## src/rtl/truth_table_scanner_if.sv

```systemverilog
// Bus between the truth-table scanner and the network under test / result consumer.
// Handshake: tt_valid rises when a scan completes and holds until ack (or a new start) is seen.
interface truth_table_scanner_if;
   logic         start;
   logic         x0, x1, x2, x3, x4, x5, x6;
   logic         f_in;
   logic         busy;
   logic [127:0] tt;
   logic [7:0]   ones;
   logic         tt_valid;
   logic         ack;

   modport master (
      input  start, f_in, ack,
      output x0, x1, x2, x3, x4, x5, x6, busy, tt, ones, tt_valid
   );

   modport slave (
      output start, f_in, ack,
      input  x0, x1, x2, x3, x4, x5, x6, busy, tt, ones, tt_valid
   );
endinterface

```

## src/rtl/truth_table_scanner.sv

```systemverilog
// Steps a 7-input network through all 128 patterns and captures its truth table
// and ones count; results are held for the consumer until ack or a new start.
module truth_table_scanner #(
   parameter int unsigned SETTLE = 1
) (
   input  logic                         clk,
   input  logic                         rst,
   truth_table_scanner_if.master        bus,
   output logic [1:0]                   dbg_state
);

   typedef enum logic [1:0] {
      S_IDLE = 2'd0,
      S_SCAN = 2'd1,
      S_DONE = 2'd2
   } state_t;

   localparam logic [3:0] HOLD_LAST = 4'(SETTLE);

   state_t         state_q, state_d;
   logic [6:0]     pattern_q, pattern_d;
   logic [3:0]     hold_q, hold_d;
   logic           finish_q, finish_d;
   logic [6:0]     x_q, x_d;
   logic           busy_q, busy_d;
   logic           tt_valid_q, tt_valid_d;
   logic [127:0]   tt_q, tt_d;
   logic [7:0]     ones_q, ones_d;

   always_comb begin
      state_d    = state_q;
      pattern_d  = pattern_q;
      hold_d     = hold_q;
      finish_d   = finish_q;
      x_d        = x_q;
      busy_d     = busy_q;
      tt_valid_d = tt_valid_q;
      tt_d       = tt_q;
      ones_d     = ones_q;
      case (state_q)
         S_IDLE, S_DONE: begin
            if (state_q == S_DONE && bus.ack) begin
               tt_valid_d = 1'b0;
               state_d    = S_IDLE;
            end
            if (bus.start) begin
               state_d    = S_SCAN;
               pattern_d  = 7'd0;
               hold_d     = 4'd0;
               finish_d   = 1'b0;
               x_d        = 7'd0;
               tt_d       = '0;
               ones_d     = 8'd0;
               busy_d     = 1'b1;
               tt_valid_d = 1'b0;
            end
         end
         S_SCAN: begin
            // One extra busy cycle after the last sample before results are published.
            if (finish_q) begin
               state_d    = S_DONE;
               busy_d     = 1'b0;
               tt_valid_d = 1'b1;
               finish_d   = 1'b0;
            end else if (hold_q == HOLD_LAST) begin
               tt_d[pattern_q] = bus.f_in;
               ones_d          = ones_q + {7'd0, bus.f_in};
               hold_d          = 4'd0;
               if (pattern_q == 7'd127) begin
                  finish_d = 1'b1;
                  x_d      = 7'd0;
               end else begin
                  pattern_d = pattern_q + 7'd1;
                  x_d       = pattern_q + 7'd1;
               end
            end else begin
               hold_d = hold_q + 4'd1;
            end
         end
         default: state_d = S_IDLE;
      endcase
   end

   always_ff @(posedge clk) begin
      if (rst) begin
         state_q    <= S_IDLE;
         pattern_q  <= 7'd0;
         hold_q     <= 4'd0;
         finish_q   <= 1'b0;
         x_q        <= 7'd0;
         busy_q     <= 1'b0;
         tt_valid_q <= 1'b0;
         tt_q       <= '0;
         ones_q     <= 8'd0;
      end else begin
         state_q    <= state_d;
         pattern_q  <= pattern_d;
         hold_q     <= hold_d;
         finish_q   <= finish_d;
         x_q        <= x_d;
         busy_q     <= busy_d;
         tt_valid_q <= tt_valid_d;
         tt_q       <= tt_d;
         ones_q     <= ones_d;
      end
   end

   assign bus.x0       = x_q[0];
   assign bus.x1       = x_q[1];
   assign bus.x2       = x_q[2];
   assign bus.x3       = x_q[3];
   assign bus.x4       = x_q[4];
   assign bus.x5       = x_q[5];
   assign bus.x6       = x_q[6];
   assign bus.busy     = busy_q;
   assign bus.tt_valid = tt_valid_q;
   assign bus.tt       = tt_q;
   assign bus.ones     = ones_q;
   assign dbg_state    = state_q;

endmodule

```

## src/flat_wrapper.sv

```systemverilog
// flat-port wrapper written by rule: the top's interface ports become plain ports
module truth_table_scanner_flat 
#(
   parameter int unsigned SETTLE = 1
)
  (clk, rst, dbg_state, bus_start, bus_f_in, bus_ack, bus_x0, bus_x1, bus_x2, bus_x3, bus_x4, bus_x5, bus_x6, bus_busy, bus_tt, bus_ones, bus_tt_valid);
  truth_table_scanner_if bus_i ();
  input  logic clk;
  input  logic rst;
  output logic [1:0] dbg_state;
  input wire logic [$bits(bus_i.start)-1:0] bus_start;
  input wire logic [$bits(bus_i.f_in)-1:0] bus_f_in;
  input wire logic [$bits(bus_i.ack)-1:0] bus_ack;
  output wire logic [$bits(bus_i.x0)-1:0] bus_x0;
  output wire logic [$bits(bus_i.x1)-1:0] bus_x1;
  output wire logic [$bits(bus_i.x2)-1:0] bus_x2;
  output wire logic [$bits(bus_i.x3)-1:0] bus_x3;
  output wire logic [$bits(bus_i.x4)-1:0] bus_x4;
  output wire logic [$bits(bus_i.x5)-1:0] bus_x5;
  output wire logic [$bits(bus_i.x6)-1:0] bus_x6;
  output wire logic [$bits(bus_i.busy)-1:0] bus_busy;
  output wire logic [$bits(bus_i.tt)-1:0] bus_tt;
  output wire logic [$bits(bus_i.ones)-1:0] bus_ones;
  output wire logic [$bits(bus_i.tt_valid)-1:0] bus_tt_valid;
  assign bus_i.start = bus_start;
  assign bus_i.f_in = bus_f_in;
  assign bus_i.ack = bus_ack;
  assign bus_x0 = bus_i.x0;
  assign bus_x1 = bus_i.x1;
  assign bus_x2 = bus_i.x2;
  assign bus_x3 = bus_i.x3;
  assign bus_x4 = bus_i.x4;
  assign bus_x5 = bus_i.x5;
  assign bus_x6 = bus_i.x6;
  assign bus_busy = bus_i.busy;
  assign bus_tt = bus_i.tt;
  assign bus_ones = bus_i.ones;
  assign bus_tt_valid = bus_i.tt_valid;
  truth_table_scanner #(.SETTLE(SETTLE)) u_core (.clk(clk), .rst(rst), .bus(bus_i), .dbg_state(dbg_state));
endmodule
```

## config.mk

```make
export PLATFORM = sky130hd
export DESIGN_NAME = truth_table_scanner_flat
export DESIGN_NICKNAME = d
export VERILOG_FILES = /design/src/rtl/truth_table_scanner_if.sv /design/src/rtl/truth_table_scanner.sv /design/src/flat_wrapper.sv
export SDC_FILE = /design/constraint.sdc
export NUM_CORES = 1
export LEC_CHECK = 0
export CORE_MARGIN = 1
export CORE_UTILIZATION = 30
export DETAILED_ROUTE_END_ITERATION = 10
export GPL_TIMING_DRIVEN = 1
export PLACE_DENSITY_LB_ADDON = 0.08
export RECOVER_POWER = 100
export SYNTH_ARGS = -nofsm -noshare
export SYNTH_HDL_FRONTEND = slang
export SYNTH_SLANG_ARGS = --single-unit
```

## constraint.sdc

```tcl
create_clock -name clk -period 1.8 [get_ports clk]
set_input_delay 0.18 -clock clk [delete_from_list [all_inputs] [get_ports clk]]
set_output_delay 0.18 -clock clk [all_outputs]
set_load 0.05 [all_outputs]
```

After elaboration in Yosys (flattened, before gate mapping)
Index checks and enable logic that the tools add are counted.

Add/sub/neg operators: 3. Multiply operators: 0. Divide/modulo/power cells: 0. Magnitude comparators: 2. Eq/ne operators: 10. Shifts and indexed selects: 0. Multiplexer cells: 40. Bitwise gates (word level): 0. Reduce and logical (&&, ||, !) cells: 12.

Operators with widths (count): 2-to-1 mux 128 bit (3); one-hot mux 128 bit (2 select lines) (1); bitwise mux 128 bit (1); 2-to-1 mux 7 bit (7); one-hot mux 7 bit (2 select lines) (2); 2-to-1 mux 8 bit (3); one-hot mux 8 bit (2 select lines) (1); 2-to-1 mux 4 bit (3); 2-to-1 mux 1 bit (10); AND reduction 3 bit (3); adder 8 x 1 -> 8 bit (1); less-than comparator 7 x 8 -> 1 bit, second input constant (1); one-hot mux 4 bit (2 select lines) (1); adder 7 x 1 -> 7 bit, second input constant (1); demux 1 bit (select 7 bit) (1); == test 7 bit, second input constant (1); greater-or-equal comparator 7 x 1 -> 1 bit, second input constant (1); 2-to-1 mux 2 bit (3); inequality test 2 bit, second input constant (3); one-hot mux 1 bit (2 select lines) (3); AND reduction 5 bit (1); adder 4 x 1 -> 4 bit, second input constant (1); == test 4 x 1 -> 1 bit, second input constant (1); inequality test 2 x 1 -> 1 bit, second input constant (2); 10 further kinds (12).

Register bits: 159. Latch bits: 0. Memory bits (writable): 0. Memory bits (read-only): 0. Output and inout port bits: 147. Memories: 0.

Depth between registers and ports, before layout
Depth after elaboration: 8. Gate-level depth with buffers: 8. Gate-level depth less buffers: 6.

Worst setup path after synthesis
Ideal clock, no wire load.

Path kind: reg-to-reg. Start: register u_core.state_q[0] (netlist: u_core.dbg_state[0]). End: register u_core.tt_q[56] (netlist: u_core.bus.tt[56]). Setup time: 0.134 ns. Arrival: 2.009 ns. Data required time: 1.666 ns. Setup slack: -0.344 ns. Stages on the path, launching flop included: 7. Buffers on the path: 2. Clock period less this slack: 2.144 ns. Cells stage by stage: dfxtp_1 nor3b_4 o22ai_4 buf_2 clkbuf_1 o311ai_0 o31ai_1.

Cells in the longest elaborated chain, start to end: 4. Elaborated cells between the ends (all ways): 10.

RTL lines: from (decl) (line truth_table_scanner.sv:20) `state_t state_q, state_d;`; from (signal assigned) (line truth_table_scanner.sv:96) `state_q <= state_d;`; == test 2 bit or logical NOT 2 bit (tied branches) (line truth_table_scanner.sv:40) `case (state_q)`; OR reduction 2 bit (line truth_table_scanner.sv:40); inequality test 2 bit (no line) or nonzero test 2 bit (tied branches); AND reduction 4 bit (no line); to (signal assigned) (line truth_table_scanner.sv:103) `tt_q <= tt_d;`; to (decl) (line truth_table_scanner.sv:27) `logic [127:0] tt_q, tt_d;`.

Several ways; a longest one is shown, not always the timed one. A chain may end at the register's enable or synchronous reset.

Final worst setup path
Start: register u_core.hold_q[1]. End: register u_core.tt_q[99] (netlist: u_core.bus.tt[99]).

Cells in the longest elaborated chain, start to end: 3.

RTL lines: from (decl) (line truth_table_scanner.sv:22) `logic [3:0] hold_q, hold_d;`; from (signal assigned) (line truth_table_scanner.sv:98) `hold_q <= hold_d;`; == test 4 x 1 -> 1 bit (line truth_table_scanner.sv:65) `end else if (hold_q == HOLD_LAST) begin`; inequality test 2 x 1 -> 1 bit (no line); AND reduction 4 bit (no line).

No other way between the ends.

==> summary.md <==
| Metric | Value |
|---|---|
| Status | `finished with violations` |
| Failing checks | `setup timing` |
| Largest net degree at the start of global routing | `129` |
| Final Max Slew Viols | `0` |
| Critical Path Fanout Max | `8` |
| WS Path Type | `reg2reg` |
| Root buf cell | `clkbuf_16` |
| Library cells used by synthesis | `roughly 50` |
| Worst-path clk slew | `about 0.070 ns` |
| Synth Area in Adders | `less than 1%` |
| Setup TNS | `-11.16 ns` |
| Die X | `152 µm` |
| Synth Area in Simple Gates | `9.81%` |
| Switching Share | `25.1%` |
| Buf/Inv on CP | `3` |
| Drt total wl | `between 20000 and 30000 µm` |
| Most used cell, CP | `buf_12` |
| Pwr Density | `approximately 770 nW/µm²` |
| Drt initial violations | `464` |
| Synth Warn # | `0` |
| Primary FF master, synth | `dfxtp_1` |
| Chip Height | `around 150 µm` |
| N_diodes | `0` |
| Initial Utilization | `a little under a third` |
| Internal power | `approximately 6.2 mW` |
| Synth Area in Compound Gates | `~36%` |
| Post-Synth XOR/XNOR Area | `less than 1%` |
| Synth top area cells | `dfxtp_1, o31ai_1, o311ai_0` |
| Synth cell count leaders | `dfxtp_1, o31ai_1, o311ai_0` |
| Met3 WL post-DR | `between 1000 and 1500 µm` |
| Post-route cell area | `roughly 11000 µm²` |
| CP top delay family | `simple AND/OR/NAND/NOR gates` |
| Sequential Power Share | `between 40% and 50%` |
| Max-capacitance violation count | `0` |
| Filler cells | `around 2100` |
| Initial antenna violation count | `0` |
| Min Hold Slack | `0.341 ns` |
| CP Capture Type | `flip-flop` |
| Worst Path Required | `2.12 ns` |
| Post-synthesis area per instance | `~10 µm²` |
| TritonCTS clock tree | `yes` |
| DIE AREA | `between 20000 and 25000 µm²` |
| PortBufs | `151` |
| Post-DP Area | `9220 µm²` |
| Place WS | `-0.269 ns` |
| DRC Markers | `0` |
| Number of top-level pins | `between 150 and 200` |
| GR Overflow Total | `0` |
| Skew final | `between 0.01 and 0.015 ns` |
| Sw Pwr | `2.08 mW` |
| Worst-Skew Late Latency | `0.43 ns` |
| # nets final | `approximately 900` |
| Tmin final | `1.96 ns` |
| Clock Power Share | `between 40 and 50%` |
| Tcrit/Tclk final | `109%` |
| Met1 WL | `11500 µm` |
| Drt pass-1 iters | `5` |
| Largest family of logic cells by synthesized area | `compound AO/OA/AOI/OAI gates` |
| Row cnt | `54` |
| Register area | `around 3200 µm²` |
| Total CTS buffers | `17` |
| DR vias/cell | `5.86` |
| Crit-path max cell delay | `0.38 ns` |
| Setup ws final | `-0.158 ns` |
| H-tree depth | `4` |
| First-pass GRT wire length | `around 39000 µm` |
| Overall routing resource usage | `21.2%` |
| Wire per inst | `between 20 and 25 µm` |
| R2R Setup Slk | `-0.16 ns` |
| Via count | `6815` |
| RSZ-0062 raised after global routing | `true` |
| Hold buffers post-CTS | `0` |
| Worst Setup Start Kind | `flip-flop` |
| Routability Congestion | `between 0.7 and 0.8` |
| Crit-path cells | `inv_2, ha_4, or3b_4, a22oi_2, buf_12, nand4b_4, buf_12, o31ai_2` |
| DP Wirelength | `~16000 µm` |
| Post-synthesis sequential area ratio | `between 40% and 50%` |
| Relative slew margins | `about half` |
| Multiplexer share of the synthesized area | `less than 1%` |
| Top-count cell post-synth | `dfxtp_1` |
| FF+latch count, synth | `about 160` |
| Uppermost layer routed | `met4` |
| CTS max path bufs | `2` |
| Post-route ant nets | `0` |
| DR WL met2 | `~12000 µm` |
| Hold Vio Cnt, Final | `0` |
| Post-Syn Nets | `693` |
| Share of layout cells above drive strength 1 | `between 30% and 40%` |
| Mapped cell area | `6740 µm²` |
| Post-Syn Instances | `around 700` |
| Top cell type's share of synthesized area | `a little under half` |
| Setup Viol. Count Final | `roughly 140` |
| CP max stage cell | `or3b_4` |
| Slew @ Worst Pin | `approximately 0.75 ns` |
| Leakage | `roughly 3.6 nW` |
| Min-Delay Path Class | `in2reg` |
| Vias in the first global route | `roughly 6600` |
| Yosys top cell by area | `dfxtp_1` |
| Fmax | `between 500 and 600 MHz` |
| Total core area | `~22000 µm²` |
| Async S/R FF share, synth | `0%` |
| Multi-input logic area | `4230 µm²` |
| VDD IR-drop max | `~0.57 mV` |
| Layout area overhead | `59.8%` |
| Worst path arrival time | `approximately 2.3 ns` |
| Sink Count | `approximately 160` |
| EDFF count, synth | `0` |
| Gate power share | `10.6%` |
==> final timing paths <==
kind | startpoint | to | cells after the start
worst max-delay path | u_core.hold_q[1] | u_core.bus.tt[99] | 8
worst min-delay path | rst | u_core.bus.ones[1] | 2
worst max register to register | u_core.hold_q[1] | u_core.bus.tt[99] | 8
worst min register to register | u_core.x_q[3] | u_core.x_q[3] | 2
==> cell type report <==
type / count / share of cell area (%)
Tap cell: 280 / 3.26
Sequential cell: 159 / 29.7
Inverter: 2 / 0.0698
Multi-Input combinational cell: 432 / 39.3
Timing Repair Buffer: 259 / 21.8
Clock inverter: 12 / 1.71
Clock buffer: 19 / 4.12
==> through the flow <==
stage                     std cells  util, %  power, mW
after floorplan                 683        -       3.94
after global placement         1115     42.1       4.19
after detailed placement       1115     42.1       4.20
after CTS                      1154     47.2       8.19
after global routing           1163     49.2       8.51
final                          1163     49.2       8.29
==> placed cells by master, fill, tap and decap left out, drive strengths merged, types with 2 or more instances in the layout <==
master / count
and3: 4
o22ai: 4
nor3: 3
buf: 104
or3b: 2
a21oi: 23
o31ai: 131
ha: 5
nand3b: 10
nor3b: 2
nor2: 16
nor2b: 7
xnor2: 2
xor2: 4
bufinv: 4
or4: 2
inv: 4
nand3: 23
nand4: 3
nand2b: 6
clkinv: 4
dfxtp: 159
or3: 6
clkinvlp: 2
o21ai: 11
nand2: 23
clkbuf: 78
dlygate4sd2: 25
o311ai: 112
o211ai: 17
clkdlybuf4s50: 71
o221ai: 2
==> state kept, by name, summed over array words and instances, names as in the netlist <==
signal               count
u_core.pattern_q         7
u_core.x_q               7
u_core.bus.ones          8
u_core.bus.tt          128
u_core.bus.busy          1
u_core.finish_q          1
u_core.bus.tt_valid      1
u_core.dbg_state         2
u_core.hold_q            4
==> cell families after synthesis <==
group           count (synthesis)
xor+xnor                        6
mux                             1
simple gates                  111
buf+inv                        93
flops                         159
compound gates                308
fa+ha+maj                       5
==> timing repair <==
action	CTS	global route
pin swaps	36	28
endpoints found under the setup margin	145	194
gates cloned	4	3
resized for setup	142	189
setup buffers	4	7
==> power by group through the flow <==
stage / logic, mW / clock network [mW] / registers [mW]
after floorplan: 0.300 / 0 / 3.64
after global placement: 0.573 / 0 / 3.62
after detailed placement: 0.583 / 0 / 3.62
after CTS: 0.717 / 3.93 / 3.54
after global routing: 0.917 / 4.06 / 3.54
final: 0.877 / 3.87 / 3.54
==> layer usage <==
| layer | vias up | track usage [%] |
|---|---|---|
| met4 | 0 | 6.48 |
| met1 | 3415 | 27.9 |
| met5 | - | 0 |
| met3 | 24 | 4.16 |
| met2 | 211 | 34.7 |
| li1 | 3165 | - |
Note: power is estimated with default switching activity, not from simulation.
